[config.mk]
export PLATFORM = sky130hd
export DESIGN_NAME = apb_master_flat
export DESIGN_NICKNAME = d
export VERILOG_FILES = /design/src/rtl/apb_master_if.sv /design/src/rtl/apb_master.sv /design/src/flat_wrapper.sv
export SDC_FILE = /design/constraint.sdc
export NUM_CORES = 1
export LEC_CHECK = 0
export ABC_AREA = 0
export BUFFER_PORTS_ARGS = -buffer_cell sky130_fd_sc_hd__buf_2
export CAP_MARGIN = 5
export CORE_MARGIN = 5
export CORE_UTILIZATION = 51
export CTS_BUF_LIST = sky130_fd_sc_hd__clkbuf_2
export DETAILED_ROUTE_END_ITERATION = 8
export GPL_ROUTABILITY_DRIVEN = 1
export HOLD_SLACK_MARGIN = 0.15
export PLACE_DENSITY_LB_ADDON = 0.05
export SETUP_SLACK_MARGIN = 0.15
export SLEW_MARGIN = 25
export SYNTH_ARGS = -nofsm -noshare
export SYNTH_HDL_FRONTEND = slang
export SYNTH_SLANG_ARGS = --single-unit
[constraint.sdc]
create_clock -name pclk -period 3.82 [get_ports pclk]
set_input_delay 0.764 -clock pclk [delete_from_list [all_inputs] [get_ports pclk]]
set_output_delay 0.764 -clock pclk [all_outputs]
set_load 0.005 [all_outputs]
[src/rtl/apb_master_if.sv]
// Signal bundle for apb_master: command in, response out, APB requester/completer pins.
// Latency: none (wires only).
// Backpressure: cmd_valid/cmd_ready and rsp_valid/rsp_ready handshakes; pready stretches APB ACCESS.
interface apb_master_if #(
    parameter int ADDR_WIDTH = 10,
    parameter int DATA_WIDTH = 32
);
    // command channel
    logic                  cmd_valid;
    logic                  cmd_ready;
    logic                  cmd_write;
    logic [ADDR_WIDTH-1:0] cmd_addr;
    logic [DATA_WIDTH-1:0] cmd_wdata;

    // response channel
    logic                  rsp_valid;
    logic                  rsp_ready;
    logic [DATA_WIDTH-1:0] rsp_rdata;
    logic                  rsp_err;

    // APB bus
    logic [ADDR_WIDTH-1:0] paddr;
    logic                  pwrite;
    logic                  psel;
    logic                  penable;
    logic [DATA_WIDTH-1:0] pwdata;
    logic [DATA_WIDTH-1:0] prdata;
    logic                  pready;

    // view of the block that issues APB transfers
    modport master (
        input  cmd_valid, cmd_write, cmd_addr, cmd_wdata,
        output cmd_ready,
        output rsp_valid, rsp_rdata, rsp_err,
        input  rsp_ready,
        output paddr, pwrite, psel, penable, pwdata,
        input  prdata, pready
    );

    // view of the surrounding environment (command source, response sink, completer)
    modport slave (
        output cmd_valid, cmd_write, cmd_addr, cmd_wdata,
        input  cmd_ready,
        input  rsp_valid, rsp_rdata, rsp_err,
        output rsp_ready,
        input  paddr, pwrite, psel, penable, pwdata,
        output prdata, pready
    );
endinterface

[src/rtl/apb_master.sv]
// Single-outstanding APB requester: turns one command into one SETUP/ACCESS transfer and one response.
// Latency: response valid 3 cycles after the command handshake, plus one per wait state; aborts after TIMEOUT_CYCLES.
// Backpressure: cmd_ready only in IDLE; response held in RESP until rsp_ready, no new command until then.
module apb_master #(
    parameter int ADDR_WIDTH     = 10,
    parameter int DATA_WIDTH     = 32,
    parameter int TIMEOUT_CYCLES = 16
) (
    input  logic         pclk,
    input  logic         PRESETn,
    apb_master_if.master bus
);

    typedef enum logic [1:0] {
        IDLE   = 2'd0,
        SETUP  = 2'd1,
        ACCESS = 2'd2,
        RESP   = 2'd3
    } state_t;

    // Last wait-state count value: an ACCESS edge with pready low at this count ends the transfer.
    localparam logic [7:0] WAIT_LAST = 8'(TIMEOUT_CYCLES - 1);

    state_t                state;
    state_t                state_nxt;

    logic [7:0]            wait_cnt;
    logic                  wait_last;

    logic [ADDR_WIDTH-1:0] paddr_q;
    logic                  pwrite_q;
    logic [DATA_WIDTH-1:0] pwdata_q;

    logic [DATA_WIDTH-1:0] rdata_q;
    logic                  err_q;

    logic                  cmd_take;
    logic                  xfer_done;

    // A command is only ever taken in IDLE; cmd_valid is don't-care elsewhere.
    assign cmd_take  = (state == IDLE) && bus.cmd_valid;
    // pready only matters in ACCESS; outside it the completer is ignored.
    assign xfer_done = (state == ACCESS) && bus.pready;
    assign wait_last = (wait_cnt == WAIT_LAST);

    // State register; reset drops any transfer in flight without a response.
    always_ff @(posedge pclk or negedge PRESETn) begin
        if (!PRESETn) begin
            state <= IDLE;
        end else begin
            state <= state_nxt;
        end
    end

    // Next state plus all handshake/strobe outputs, decoded from the current state only.
    always_comb begin
        state_nxt     = state;
        bus.cmd_ready = 1'b0;
        bus.rsp_valid = 1'b0;
        bus.psel      = 1'b0;
        bus.penable   = 1'b0;
        case (state)
            IDLE: begin
                bus.cmd_ready = 1'b1;
                if (bus.cmd_valid) begin
                    state_nxt = SETUP;
                end
            end
            SETUP: begin
                bus.psel  = 1'b1;
                state_nxt = ACCESS;
            end
            ACCESS: begin
                bus.psel    = 1'b1;
                bus.penable = 1'b1;
                // pready wins over the timeout when both land on the same edge
                if (bus.pready || wait_last) begin
                    state_nxt = RESP;
                end
            end
            RESP: begin
                bus.rsp_valid = 1'b1;
                if (bus.rsp_ready) begin
                    state_nxt = IDLE;
                end
            end
            default: begin
                state_nxt = IDLE;
            end
        endcase
    end

    // Capture the command; these registers drive the APB address/data and stay frozen until the next command.
    always_ff @(posedge pclk or negedge PRESETn) begin
        if (!PRESETn) begin
            paddr_q  <= '0;
            pwrite_q <= 1'b0;
            pwdata_q <= '0;
        end else if (cmd_take) begin
            paddr_q  <= bus.cmd_addr;
            pwrite_q <= bus.cmd_write;
            pwdata_q <= bus.cmd_wdata;
        end
    end

    // Wait-state counter: zeroed in SETUP so every ACCESS starts from 0, counts edges with pready low.
    always_ff @(posedge pclk or negedge PRESETn) begin
        if (!PRESETn) begin
            wait_cnt <= '0;
        end else if (state == SETUP) begin
            wait_cnt <= '0;
        end else if ((state == ACCESS) && !bus.pready) begin
            wait_cnt <= wait_cnt + 8'd1;
        end
    end

    // Response payload: loaded when ACCESS ends, untouched through RESP so it is held under backpressure.
    always_ff @(posedge pclk or negedge PRESETn) begin
        if (!PRESETn) begin
            rdata_q <= '0;
            err_q   <= 1'b0;
        end else if (xfer_done) begin
            rdata_q <= pwrite_q ? '0 : bus.prdata;
            err_q   <= 1'b0;
        end else if ((state == ACCESS) && wait_last) begin
            rdata_q <= '0;
            err_q   <= 1'b1;
        end
    end

    assign bus.paddr     = paddr_q;
    assign bus.pwrite    = pwrite_q;
    assign bus.pwdata    = pwdata_q;
    assign bus.rsp_rdata = rdata_q;
    assign bus.rsp_err   = err_q;

    // penable is never seen without psel
    a_pen_needs_sel: assert property (@(posedge pclk) disable iff (!PRESETn)
        bus.penable |-> bus.psel);

    // every ACCESS is entered from SETUP
    a_access_after_setup: assert property (@(posedge pclk) disable iff (!PRESETn)
        (state_nxt == ACCESS) |-> (state == SETUP || state == ACCESS));

    // address/control/write data do not move while the transfer is on the bus
    a_req_stable: assert property (@(posedge pclk) disable iff (!PRESETn)
        (state == ACCESS) |-> ($stable(paddr_q) && $stable(pwrite_q) && $stable(pwdata_q)));

    // the wait counter can never run past the abort point
    a_wait_bound: assert property (@(posedge pclk) disable iff (!PRESETn)
        (state == ACCESS) |-> (wait_cnt <= WAIT_LAST));

endmodule

[src/flat_wrapper.sv]
// flat-port wrapper written by rule: the top's interface ports become plain ports
module apb_master_flat 
#(
    parameter int ADDR_WIDTH     = 10,
    parameter int DATA_WIDTH     = 32,
    parameter int TIMEOUT_CYCLES = 16
)
  (pclk, PRESETn, bus_cmd_valid, bus_cmd_write, bus_cmd_addr, bus_cmd_wdata, bus_cmd_ready, bus_rsp_valid, bus_rsp_rdata, bus_rsp_err, bus_rsp_ready, bus_paddr, bus_pwrite, bus_psel, bus_penable, bus_pwdata, bus_prdata, bus_pready);
  apb_master_if #(.ADDR_WIDTH(ADDR_WIDTH), .DATA_WIDTH(DATA_WIDTH)) bus_i ();
  input  logic pclk;
  input  logic PRESETn;
  input wire logic [$bits(bus_i.cmd_valid)-1:0] bus_cmd_valid;
  input wire logic [$bits(bus_i.cmd_write)-1:0] bus_cmd_write;
  input wire logic [$bits(bus_i.cmd_addr)-1:0] bus_cmd_addr;
  input wire logic [$bits(bus_i.cmd_wdata)-1:0] bus_cmd_wdata;
  output wire logic [$bits(bus_i.cmd_ready)-1:0] bus_cmd_ready;
  output wire logic [$bits(bus_i.rsp_valid)-1:0] bus_rsp_valid;
  output wire logic [$bits(bus_i.rsp_rdata)-1:0] bus_rsp_rdata;
  output wire logic [$bits(bus_i.rsp_err)-1:0] bus_rsp_err;
  input wire logic [$bits(bus_i.rsp_ready)-1:0] bus_rsp_ready;
  output wire logic [$bits(bus_i.paddr)-1:0] bus_paddr;
  output wire logic [$bits(bus_i.pwrite)-1:0] bus_pwrite;
  output wire logic [$bits(bus_i.psel)-1:0] bus_psel;
  output wire logic [$bits(bus_i.penable)-1:0] bus_penable;
  output wire logic [$bits(bus_i.pwdata)-1:0] bus_pwdata;
  input wire logic [$bits(bus_i.prdata)-1:0] bus_prdata;
  input wire logic [$bits(bus_i.pready)-1:0] bus_pready;
  assign bus_i.cmd_valid = bus_cmd_valid;
  assign bus_i.cmd_write = bus_cmd_write;
  assign bus_i.cmd_addr = bus_cmd_addr;
  assign bus_i.cmd_wdata = bus_cmd_wdata;
  assign bus_cmd_ready = bus_i.cmd_ready;
  assign bus_rsp_valid = bus_i.rsp_valid;
  assign bus_rsp_rdata = bus_i.rsp_rdata;
  assign bus_rsp_err = bus_i.rsp_err;
  assign bus_i.rsp_ready = bus_rsp_ready;
  assign bus_paddr = bus_i.paddr;
  assign bus_pwrite = bus_i.pwrite;
  assign bus_psel = bus_i.psel;
  assign bus_penable = bus_i.penable;
  assign bus_pwdata = bus_i.pwdata;
  assign bus_i.prdata = bus_prdata;
  assign bus_i.pready = bus_pready;
  apb_master #(.ADDR_WIDTH(ADDR_WIDTH), .DATA_WIDTH(DATA_WIDTH), .TIMEOUT_CYCLES(TIMEOUT_CYCLES)) u_core (.pclk(pclk), .PRESETn(PRESETn), .bus(bus_i));
endmodule
==> flow_metrics.py <==
metrics = {
    "floorplan": {
        "core_um2": 6350,
        "io_pins": 160,
        "fp-row-count": 29,
        "dieArea_um2": 8270,
        "dieHeight_um": 90.9,
        "die_w_um": 90.9,
        "start_util": 0.526,
    },
    "clocking": {
        "cts_tree": "yes",
        "root_buffer": "clkbuf_2",
        "numCtsBuffers": 9,
        "cts_sinks": 86,
        "htreeDepth": 3,
        "path_clk_slew_ns": 0.23,
        "postCtsSetupBuffers": 0,
        "cts_buffer_depth": 2,
        "clock_latency_ns": 0.51,
        "cts_resized": 0,
        "hold_buffers": 0,
    },
    "synthesis": {
        "synth_nets": 310,
        "ys.flop_type": "dfrtp_1",
        "muxShareOfSynthArea": 0.148,
        "yosysSeqAreaShare": 0.644,
        "ys_top_cells_by_count": "dfrtp_1, mux2_2, a22o_1",
        "synthArstFlopShare": 1.00,
        "synth-edff-count": 0,
        "synth-xor-area-share": 0.0157,
        "ys_types": 32,
        "synth_top_family_by_area": "multiplexers",
        "synth_seq_cells": 86,
        "synth_compound_area_frac": 0.109,
        "yosysMostFrequentCell": "dfrtp_1",
        "synth-simple-area-share": 0.0360,
        "synthAdderAreaFrac": 0.0225,
        "synth_area_leaders": "dfrtp_1, mux2_2, a22o_1",
        "syn_inst": 224,
        "yosys.area.top_type": "dfrtp_1",
        "syn_area_per_cell_um2": 14.9,
        "synth_warnings": 0,
        "syn-cell-area_um2": 3340,
        "synth_top_cell_area_share": 0.644,
    },
    "status": {
        "status": "completed",
    },
    "global_route": {
        "grt_util_all_layers": 0.189,
        "antenna_found_initial": 0,
        "grt_pass1_vias": 2509,
        "grt_overflow_total": 0,
        "grt_max_degree": 45,
        "grt_first_pass_wirelength_um": 12700,
    },
    "routing": {
        "drtIter0Drc": 52,
        "dr.pass1.iters": 4,
        "post-route-drc-count": 0,
        "vias": 2382,
        "wl_per_cell_um": 16.7,
        "via_per_inst": 5.12,
        "wirelength_um": 7780,
        "antenna_left": 0,
    },
    "sta": {
        "max_slew_margin": 0.342,
        "worst_slew_pin_slew_ns": 0.983,
        "fin_worst_skew_ns": 0.0224,
        "setup_tns_ns": 0,
        "period_needed_ns": 2.39,
        "finalHoldViolCount": 0,
        "setup_violations": 0,
        "period_share": 0.626,
        "clock.fmax_mhz": 418,
        "maxSlewViolCount": 0,
        "holdWs_ns": 0.190,
        "rsz0062_at_grt": "no",
    },
    "place": {
        "io_buffer_count": 159,
        "hpwl_um": 5780,
        "gp_congestion": 0.778,
    },
    "critical_path": {
        "criticalPathCategory": "register to output pin",
        "cp.arrival_ns": 1.63,
        "cp_max_fo": 9,
        "worstPathRequired_ns": 3.06,
        "crit_path_start_kind": "register",
        "endpoint_kind": "output pin",
    },
    "min_path": {
        "hold_path_class": "input port to async pin",
    },
    "layout": {
        "insertedDiodeCount": 0,
        "areaGrowthSynthToFinish_pct": 28.4,
        "fillCellCount": 504,
        "drive_gt1_frac": 0.577,
        "final_nets": 469,
    },
    "power": {
        "power_leakage_uw": 0.00224,
        "p_per_area_nw_per_um2": 711,
        "vdd_drop_max_mv": 0.433,
    },
    "job": {
        "cap_viol_max_count": 0,
    },
}
[power by group]
| part | switching [µW] | total (µW) | internal, µW |
|---|---|---|---|
| registers | 187 | 1470 | 1280 |
| clock network | 300 | 384 | 83.8 |
| logic | 515 | 1200 | 680 |
[cell type report]
type	count	area, µm²	share of cell area
inverter	4	15.0	0.00350
clock buffer	10	50.0	0.0117
tap	77	96.3	0.0225
sequential	86	2150	0.502
multi-input combinational	122	1120	0.261
clock inverter	6	38.8	0.00905
timing repair buffer	160	818	0.191
[routing by layer]
metal | global-route usage | wire (µm) | vias up
met5 | 0 | 0 | -
met4 | 0.0587 | 73 | 0
met3 | 0.0570 | 651 | 10
met2 | 0.310 | 3860 | 100
met1 | 0.241 | 3200 | 1152
li1 | - | - | 1120
[path summary, 6_finish.rpt]
check	start	end	slack, ns	depth (start not counted)
setup / recovery	u_core.state[0]$_DFFE_PN0P_	bus_penable	1.43	3
hold / removal	PRESETn	u_core.bus.rsp_rdata[16]$_DFFE_PN0P_	0.19	1
setup reg to reg	u_core.state[0]$_DFFE_PN0P_	u_core.bus.pwdata[17]$_DFFE_PN0P_	1.78	4
hold reg to reg	u_core.bus.pwdata[18]$_DFFE_PN0P_	u_core.bus.pwdata[18]$_DFFE_PN0P_	0.53	1
max in group asynchronous	PRESETn	u_core.bus.pwdata[17]$_DFFE_PN0P_	3.00	2
min in group pclk	bus_prdata[24]	u_core.bus.rsp_rdata[24]$_DFFE_PN0P_	0.45	2
[worst max-delay path, cell delays in order, from the launching register on]
cell     delay, ns
dfrtp_1       0.47
inv_1         0.12
ha_1          0.36
buf_2         0.18
[sequential cells by signal (all words and copies together) (netlist names)]
signal / cells
u_core.bus.pwrite: 1
u_core.bus.rsp_err: 1
u_core.bus.pwdata: 32
u_core.state: 2
u_core.bus.rsp_rdata: 32
u_core.wait_cnt: 8
u_core.bus.paddr: 10
[cell usage in the layout (no fill, tap or decap), types with 2 or more instances in the layout]
master      Yosys  final
a21oi_1         4      4
a22o_1         31     31
buf_2           0    158
clkbuf_2        0     10
clkinvlp_4      0      4
dfrtp_1        86     86
ha_1            6      6
inv_1           4      4
mux2_2         43     43
nand2_1         5      4
nor2_1          6      6
nor2b_1         2      2
o21ai_0         2      2
xnor2_1         2      2
xor2_1          4      4
[per-stage QoR]
| step | instance area (µm²) | instances | setup slack [ns] | util | power [µW] |
|---|---|---|---|---|---|
| after global placement | 4170 | 448 | 1.62 | 0.657 | 2660 |
| after floorplan | 3340 | 224 | 2.06 | - | 2140 |
| after CTS | 4290 | 465 | 1.39 | 0.675 | 3090 |
| after global routing | 4290 | 465 | 1.32 | 0.675 | 3280 |
| after detailed placement | 4200 | 449 | 1.56 | 0.661 | 2710 |
| final | 4290 | 465 | 1.43 | 0.675 | 3050 |
[cell families (layout without fill, tap and decap cells)]
kind of cell               after synthesis  after routing
DFF                                     86             86
adders and majority gates                6              6
and+or+nand+nor                         22             22
buffers and inverters                   16            180
muxes                                   44             44
xor gates and xnor gates                 6              6
AOI/OAI and AO/OA                       44             44
Power figures use the tool's default switching activity.
